### config.mk
export PLATFORM = sky130hd
export DESIGN_NAME = ntt_bank_reader
export DESIGN_NICKNAME = d
export VERILOG_FILES = /design/src/rtl/ntt_bank_pkg.sv /design/src/rtl/ntt_pair_fifo.sv /design/src/rtl/ntt_bank_reader.sv
export SDC_FILE = /design/constraint.sdc
export NUM_CORES = 1
export LEC_CHECK = 0
export ABC_CLOCK_PERIOD_IN_PS = 12650
export BUFFER_PORTS_ARGS = -buffer_cell sky130_fd_sc_hd__buf_2
export CAP_MARGIN = 0
export CORE_AREA = 2 2 195 197
export DETAILED_ROUTE_END_ITERATION = 7
export DIE_AREA = 0 0 197 199
export HOLD_SLACK_MARGIN = 0.06
export PLACE_DENSITY = 0.75
export SYNTH_ARGS = -nofsm -noshare
export SYNTH_HDL_FRONTEND = slang
export SYNTH_SLANG_ARGS = --single-unit
### constraint.sdc
create_clock -name i_clk -period 12.65 [get_ports i_clk]
set_input_delay 1.265 -clock i_clk [delete_from_list [all_inputs] [get_ports i_clk]]
set_output_delay 1.265 -clock i_clk [all_outputs]
set_load 0.005 [all_outputs]
### src/rtl/ntt_bank_pkg.sv
// Shared types for the NTT bank reader: FSM states, coefficient widths and the even/odd pair word.
package ntt_bank_pkg;

    localparam int COEFF_W = 54;
    localparam int BANK_AW = 12;

    typedef enum logic [1:0] {
        IDLE,
        RUN,
        DRAIN,
        DONE
    } reader_state_t;

    // Packed so that {bank1, bank0} maps directly onto {odd, even}.
    typedef struct packed {
        logic [COEFF_W-1:0] odd;
        logic [COEFF_W-1:0] even;
    } coeff_pair_t;

endpackage

### src/rtl/ntt_pair_fifo.sv
// Small synchronous FIFO of even/odd coefficient pairs; exposes its occupancy for credit checking.
module ntt_pair_fifo
    import ntt_bank_pkg::*;
#(
    parameter int DEPTH = 4,
    localparam int CW   = $clog2(DEPTH + 1),
    localparam int PW   = (DEPTH > 1) ? $clog2(DEPTH) : 1
) (
    input  logic          i_clk,
    input  logic          i_rst_n,
    input  logic          i_push,
    input  coeff_pair_t   i_push_data,
    input  logic          i_pop,
    output coeff_pair_t   o_head,
    output logic          o_empty,
    output logic [CW-1:0] o_count
);

    coeff_pair_t   r_mem [DEPTH];
    logic [PW-1:0] r_wr_ptr;
    logic [PW-1:0] r_rd_ptr;
    logic [CW-1:0] r_count;
    logic          w_do_push;
    logic          w_do_pop;

    assign w_do_pop  = i_pop && (r_count != '0);
    assign w_do_push = i_push && ((r_count != CW'(DEPTH)) || w_do_pop);

    always_ff @(posedge i_clk) begin
        if (w_do_push) begin
            r_mem[r_wr_ptr] <= i_push_data;
        end
    end

    // Pointers wrap explicitly so a non-power-of-two depth still works.
    always_ff @(posedge i_clk or negedge i_rst_n) begin
        if (!i_rst_n) begin
            r_wr_ptr <= '0;
            r_rd_ptr <= '0;
            r_count  <= '0;
        end else begin
            if (w_do_push) begin
                r_wr_ptr <= (r_wr_ptr == PW'(DEPTH - 1)) ? '0 : r_wr_ptr + 1'b1;
            end
            if (w_do_pop) begin
                r_rd_ptr <= (r_rd_ptr == PW'(DEPTH - 1)) ? '0 : r_rd_ptr + 1'b1;
            end
            case ({w_do_push, w_do_pop})
                2'b10:   r_count <= r_count + 1'b1;
                2'b01:   r_count <= r_count - 1'b1;
                default: r_count <= r_count;
            endcase
        end
    end

    assign o_head  = r_mem[r_rd_ptr];
    assign o_empty = (r_count == '0);
    assign o_count = r_count;

endmodule

### src/rtl/ntt_bank_reader.sv
// Streams an interleaved even/odd NTT bank pair out in natural order, one coefficient per beat.
// Optional sticky modulus range check is enabled by defining NTT_BANK_READER_RANGE_CHECK_EN.
module ntt_bank_reader
    import ntt_bank_pkg::*;
#(
    parameter int N          = 8192,
    parameter int LOGN       = 13,
    parameter int LOGQ       = COEFF_W,
    parameter int RD_LAT     = 2,
    parameter int FIFO_DEPTH = 4
) (
    input  logic            i_clk,
    input  logic            i_rst_n,
    input  logic            i_start,
    output logic            o_busy,
    output logic            o_done,
    output logic [LOGN-2:0] o_bank_rd_addr,
    output logic            o_bank_rd_en,
    input  logic [LOGQ-1:0] i_bank0_rd_data,
    input  logic [LOGQ-1:0] i_bank1_rd_data,
    output logic            o_out_valid,
    input  logic            i_out_ready,
    output logic [LOGQ-1:0] o_out_data,
    output logic [LOGN-1:0] o_out_index,
    output logic            o_out_last
`ifdef NTT_BANK_READER_RANGE_CHECK_EN
    ,
    input  logic [LOGQ-1:0] i_modulus,
    input  logic            i_clr_err,
    output logic            o_range_err
`endif
);

    localparam int              CW        = $clog2(FIFO_DEPTH + 1);
    localparam logic [LOGN-2:0] ADDR_LAST = (LOGN-1)'(N / 2 - 1);
    localparam logic [LOGN-1:0] IDX_LAST  = LOGN'(N - 1);

    reader_state_t   r_state;
    reader_state_t   w_next_state;
    logic [LOGN-2:0] r_addr;
    logic [LOGN-1:0] r_idx;
    logic [RD_LAT-1:0] r_vld;
    logic [CW-1:0]   w_fifo_count;
    logic            w_fifo_empty;
    coeff_pair_t     w_head;
    coeff_pair_t     w_push_pair;
    int              w_inflight;
    logic            w_rd_en;
    logic            w_last_issue;
    logic            w_accept;
    logic            w_fire;
    logic            w_pop;

    always_comb begin
        w_inflight = 0;
        for (int k = 0; k < RD_LAT; k++) begin
            w_inflight = w_inflight + int'(r_vld[k]);
        end
    end

    // Reads are only issued when the FIFO can absorb every read already in the bank pipeline.
    assign w_rd_en      = (r_state == RUN) && ((int'(w_fifo_count) + w_inflight) < FIFO_DEPTH);
    assign w_last_issue = w_rd_en && (r_addr == ADDR_LAST);
    assign w_accept     = (r_state == IDLE) && i_start;
    assign w_fire       = o_out_valid && i_out_ready;
    assign w_pop        = w_fire && r_idx[0];
    assign w_push_pair  = {i_bank1_rd_data, i_bank0_rd_data};

    always_ff @(posedge i_clk or negedge i_rst_n) begin
        if (!i_rst_n) begin
            r_state <= IDLE;
        end else begin
            r_state <= w_next_state;
        end
    end

    always_comb begin
        w_next_state = r_state;
        case (r_state)
            IDLE:    if (i_start) w_next_state = RUN;
            RUN:     if (w_last_issue) w_next_state = DRAIN;
            DRAIN:   if (w_fire && o_out_last) w_next_state = DONE;
            DONE:    w_next_state = IDLE;
            default: w_next_state = IDLE;
        endcase
    end

    always_ff @(posedge i_clk or negedge i_rst_n) begin
        if (!i_rst_n) begin
            r_addr <= '0;
            r_idx  <= '0;
            r_vld  <= '0;
        end else begin
            if (w_accept) begin
                r_addr <= '0;
            end else if (w_rd_en && !w_last_issue) begin
                r_addr <= r_addr + 1'b1;
            end
            if (w_accept || (r_state == DONE)) begin
                r_idx <= '0;
            end else if (w_fire) begin
                r_idx <= r_idx + 1'b1;
            end
            r_vld[0] <= w_rd_en;
            for (int k = 1; k < RD_LAT; k++) begin
                r_vld[k] <= r_vld[k-1];
            end
        end
    end

    ntt_pair_fifo #(
        .DEPTH (FIFO_DEPTH)
    ) u_pair_fifo (
        .i_clk       (i_clk),
        .i_rst_n     (i_rst_n),
        .i_push      (r_vld[RD_LAT-1]),
        .i_push_data (w_push_pair),
        .i_pop       (w_pop),
        .o_head      (w_head),
        .o_empty     (w_fifo_empty),
        .o_count     (w_fifo_count)
    );

    // Even half of the head pair goes first; the pair is released on the odd handshake.
    always_comb begin
        o_out_data = '0;
        if (o_out_valid) begin
            o_out_data = r_idx[0] ? w_head.odd : w_head.even;
        end
    end

    assign o_out_valid    = !w_fifo_empty;
    assign o_out_index    = r_idx;
    assign o_out_last     = o_out_valid && (r_idx == IDX_LAST);
    assign o_bank_rd_en   = w_rd_en;
    assign o_bank_rd_addr = r_addr;
    assign o_busy         = (r_state == RUN) || (r_state == DRAIN);
    assign o_done         = (r_state == DONE);

`ifdef NTT_BANK_READER_RANGE_CHECK_EN
    logic r_range_err;

    always_ff @(posedge i_clk or negedge i_rst_n) begin
        if (!i_rst_n) begin
            r_range_err <= 1'b0;
        end else if (i_clr_err || w_accept) begin
            r_range_err <= 1'b0;
        end else if (w_fire && (o_out_data >= i_modulus)) begin
            r_range_err <= 1'b1;
        end
    end

    assign o_range_err = r_range_err;
`endif

endmodule
======== Word level (Yosys, flattened, before mapping) ========
Memories as Yosys holds them, arrays and structs flattened.
Cells that the tools add are included.
storage, ports and cells
  register bits after elaboration ......... 36
  RAM bits ................................ 432
  input port bits ......................... 112
  output and inout port bits .............. 84
  word-level logic and storage cells ...... 67
  memories ................................ 1
memories
  memory             words  width  rd ports  clocked after Yosys merged registers in  wr ports  RTL line             RTL
  u_pair_fifo.r_mem  4      108    1         0                                        1         ntt_pair_fifo.sv:19  coeff_pair_t r_mem [DEPTH];
operators by class
  $add $sub $neg .......................... 8
  magnitude comparators ................... 1
  eq/ne operators ......................... 13
  mux-type cells .......................... 15
  reduce and logical (&&, ||, !) cells .... 22
operators with widths
  cell                     count
  $mux W54                 2
  $mux W13                 2
  $mux W12                 2
  $add A13 B1 Y13 const B  1
  $eq A13 B13 Y1 const B   1
  $add A12 B1 Y12 const B  1
  $eq A12 B12 Y1 const B   1
  $eq A2 B2 Y1 const B     5
  $logic_and A1 B1 Y1      10
  $mux W2                  5
  $pmux W2 S4              1
  $ne A2 B2 Y1 const B     3
  $pmux W3 S2              1
  $reduce_bool A2 Y1       3
  $add A2 B1 Y2 const B    2
  $add A3 B2 Y4            1
  $eq A2 B1 Y1 const B     2
  $lt A4 B3 Y1 const B     1
  $add A3 B1 Y3 const B    1
  $logic_not A3 Y1         1
  $logic_or A1 B1 Y1       3
  $ne A3 B3 Y1 const B     1
  $reduce_and A3 Y1        1
  $reduce_bool A3 Y1       1
  other kinds (5)          7

======== Depth between registers and ports, before layout ========
  depth after elaboration ................. 9
  gate-level depth with buffers ........... 8
  gate-level depth less buffers ........... 8

======== Cells and area by module ========
From an unflattened synthesis, not the netlist that was laid out.
second synthesis, totals
  cells, all modules ...................... 909
  area total of the unflattened synthesis .. 18,524.0 µm²
by module, submodules not included
  module           instances  cells an instance  area each (µm²)  seq. area each (µm²)
  ntt_pair_fifo    1          617                16,051.6         13,147.6
  ntt_bank_reader  1          292                2,472.4          725.7

======== Least setup slack after synthesis ========
Ideal clock, no wire load.
  path type ............................... in2reg
  start ................................... input port i_out_ready
  end ..................................... memory u_pair_fifo.r_mem[0][0] in the netlist's numbering, enable pin
  setup time .............................. 479 ps
  arrival time ............................ 4,338 ps
  required time ........................... 12,171 ps
  setup slack ............................. 7,833 ps
  stages .................................. 3
  path through ............................ nand2_1 a31oi_1 and2_1
between the ends
  word-level cells in the longest chain between the ends .. 7
ends and longest elaborated chain
  what                           RTL line               RTL
  from (decl)                    ntt_bank_reader.sv:22  input logic i_out_ready,
  $logic_and A1 B1 Y1            ntt_bank_reader.sv:65  assign w_fire = o_out_valid && i_out_ready;
  $logic_and A1 B1 Y1            ntt_bank_reader.sv:66  assign w_pop = w_fire && r_idx[0];
  $logic_and A1 B1 Y1            ntt_pair_fifo.sv:26    assign w_do_pop = i_pop && (r_count != '0);
  $logic_or A1 B1 Y1             ntt_pair_fifo.sv:27    assign w_do_push = i_push && ((r_count != CW'(DEPTH)) || w_do_pop);
  $logic_and A1 B1 Y1            ntt_pair_fifo.sv:27
  $mux W1                        ntt_pair_fifo.sv:30    if (w_do_push) begin
  $mux W1 (implied by the code)  ntt_pair_fifo.sv:31    r_mem[r_wr_ptr] <= i_push_data;
  to (decl)                      ntt_pair_fifo.sv:19
No other way between the ends.

======== Worst setup path in the final report ========
  start ................................... register u_pair_fifo.r_rd_ptr[1]
  end ..................................... output port o_out_data[4]
between the ends
  word-level cells in the longest chain between the ends .. 3
ends and longest elaborated chain
  what                    RTL line                RTL
  from (decl)             ntt_pair_fifo.sv:21     logic [PW-1:0] r_rd_ptr;
  from (signal assigned)  ntt_pair_fifo.sv:46     r_rd_ptr <= (r_rd_ptr == PW'(DEPTH - 1)) ? '0 : r_rd_ptr + 1'b1;
  $mem_v2 Z4 W108         n/a
  $mux W54                ntt_bank_reader.sv:128  o_out_data = r_idx[0] ? w_head.odd : w_head.even;
  $mux W54                ntt_bank_reader.sv:127  if (o_out_valid) begin
  to (decl)               ntt_bank_reader.sv:23   output logic [LOGQ-1:0] o_out_data,
No other way between the ends.

==> flow_summary.ini <==
[cts]
path_clk_slew_ps = 60
cts_made_buffers = 47
cts_resized = 0
numClockSinks = 468
cts_tree = yes
cts_setup_buffers = 0
clockBufferDepth = 3
cts_root_buf = clkbuf_16
holdBufCountCts = 0
htreeDepth = 2
clock_latency_ps = 580

[pwr]
vdd.ir_drop.worst_v = 0.000139
p_leak_uw = 0.00744
power_density_nw_per_um2 = 196

[grt]
grt_pass1_vias = 9295
grt_usage_pct = 18.0
antenna_found_initial = 8
grt_start_max_net_pins = 71
grt_first_pass_wirelength_mm = 53.0
gr-total-overflow = 0

[route]
wl_mm = 34.9
met2_length_mm = 17.3
wl_met1_mm = 14.8
highest_layer = met5
viasPerCell = 5.52
ant_nets = 0
dr.pass1.iters = 5
drcViolationCount = 0
met3WireLength_mm = 2.00
drtIter0Drc = 587
vias = 8983
wire_per_inst_um = 21.4

[final_layout]
finalNetCount = 1236
nFillCells = 2746
drive_gt1_share_pct = 34.5
area_growth_pct = 16.5

[synthesis]
ys_seq_area_share_pct = 75.6
syn_area_per_cell_um2 = 20.4
ys_async_sr_fraction_pct = 7.69
ys.flop_type = edfxtp_1
synth_edf_count = 432
syn_area_um2 = 18400
synthTopCellsByArea = edfxtp_1 (71%), mux4_2 (13%), dfrtp_1 (4.9%)
synth_nets = 1027
synthCells = 901
yosysTopAreaCell = edfxtp_1
yosys_warnings = 0
yosys_register_bits = 468
yosys.cell_types.count = 44
synth_top_area_share_pct = 70.7

[setup_path]
path_buf_inv = 2
path_delay_family = flip-flops
critPathLaunchType = flip-flop
crit_path_end_kind = output port
critical_path_class = flip-flop to output port
cp_cell_sequence = buf_4, mux4_2, mux2i_1, nor2_1, buf_2
crit_fanout = 56
max_stage_delay_ps = 950
worstPathArrival_ps = 3320
required_ps = 11390
slowest_stage = dfrtp_4

[sta]
finalCriticalPeriod_ps = 4590
worstMarginPinSlew_ps = 1060
rsz0062_at_grt = no
fmax_mhz = 218
fin_setup_tns_ps = 0
setup_viol = 0
relSlewSlack_pct = 29.6
slew_viol_final = 0
timing.hold.ws_ps = 392
skew_ps = 13.5
final_hold_viol_count = 0
period_share_pct = 36.2

[floorplanning]
rows = 71
core_area_um2 = 37100
start_util_pct = 49.4
die_w_um = 197
die_area_um2 = 39200
ios = 196
die_y_um = 199

[worst_hold_path]
min_path_type = flip-flop to flip-flop

[flow_run]
cap_violations = 0

[place]
hpwl_mm = 20.4
gp_congestion = 0.724
portBuffers = 195

[status]
status = finished clean
[synth_stat cells, drive strengths merged, types with 2 or more instances]
library cell / n
dfrtp: 36
o21ai: 11
nand3: 15
or3: 4
nand4: 8
clkbuf: 14
nand2b: 2
nor2: 83
xnor2: 4
nor4: 2
a21o: 2
and4: 2
xor2: 18
inv: 7
nor3: 5
a21oi: 6
and2: 7
mux2: 2
nand2: 15
buf: 30
mux4: 108
mux2i: 55
edfxtp: 432
ha: 13
and3: 8
[stage by stage]
step / utilization, % / setup WS (ps) / power [uW] / area (um2) / cells
after floorplan: - / 7830 / 2500 / 18400 / 901
after global placement: 53.4 / 8470 / 2860 / 19800 / 1535
after detailed placement: 53.4 / 8420 / 2870 / 19800 / 1535
after CTS: 57.6 / 7980 / 4250 / 21400 / 1623
after global routing: 57.6 / 7800 / 4390 / 21400 / 1624
final: 57.6 / 8060 / 4190 / 21400 / 1627
[sequential cells by signal, indices dropped and copies added, names as in the netlist]
signal	cells
o_out_index	13
r_state	2
o_bank_rd_addr	12
u_pair_fifo.r_mem	432
u_pair_fifo.r_wr_ptr	2
u_pair_fifo.o_count	3
r_vld	2
u_pair_fifo.r_rd_ptr	2
[worst paths after layout]
path / startpoint / to / slack, ps / cells past startpoint
max in group asynchronous: i_rst_n / u_pair_fifo.r_rd_ptr[0] / 11250 / 1
max: u_pair_fifo.r_rd_ptr[1] / o_out_data[4] / 8060 / 5
min: r_vld[0] / r_vld[1] / 390 / 0
min reg2reg: r_vld[0] / r_vld[1] / 390 / 0
max reg2reg: o_out_index[0] / u_pair_fifo.r_mem[0][69] / 8900 / 4
min in group asynchronous: i_rst_n / o_out_index[11] / 790 / 1
[report_power, final]
group / total [uW] / internal [uW] / switching [uW] / leakage [uW]
sequential: 1810 / 1710 / 106 / 0.00429
combinational: 997 / 518 / 479 / 0.00239
clock: 1380 / 817 / 562 / 0.000763
total: 4190 / 3040 / 1150 / 0.00744
[per-layer routing]
layer | track usage (%) | up-vias
met2 | 29.5 | 223
met3 | 4.63 | 55
met1 | 24.0 | 4631
met4 | 5.68 | 8
met5 | 0 | -
li1 | - | 4066
[kinds of logic (layout without fill, tap and decap cells)]
| kind of cell | count (synthesis) | after routing | synth area share (%) |
|---|---|---|---|
| and+or+nand+nor | 154 | 154 | 3.88 |
| buffers and inverters | 52 | 300 | 1.25 |
| xor gates and xnor gates | 22 | 22 | 1.05 |
| adders and majority gates | 14 | 14 | 0.995 |
| muxes | 165 | 165 | 16.4 |
| AOI/OAI and AO/OA | 26 | 26 | 0.886 |
| DFF | 468 | 468 | 75.6 |
| other | 0 | 4 | 0 |
[cells in the final DEF (no fill, tap or decap), types with 15 or more instances in the layout]
master,instances
mux4_2,108
xor2_1,18
nor2_1,83
edfxtp_1,432
clkbuf_16,48
nand2_1,15
mux2i_1,55
buf_2,195
dfrtp_1,33
nand3_1,15
[layout make-up]
cell class	instances	area, um2	area share, %
inverter	8	30.0	0.140
multi-input combinational	381	4270	20.0
antenna	4	10.0	0.0468
clock buffer	54	1220	5.72
tap	474	593	2.77
clock inverter	34	330	1.54
timing repair buffer	204	1040	4.88
sequential	468	13900	64.9
Note: power is estimated with default switching activity, not from simulation.
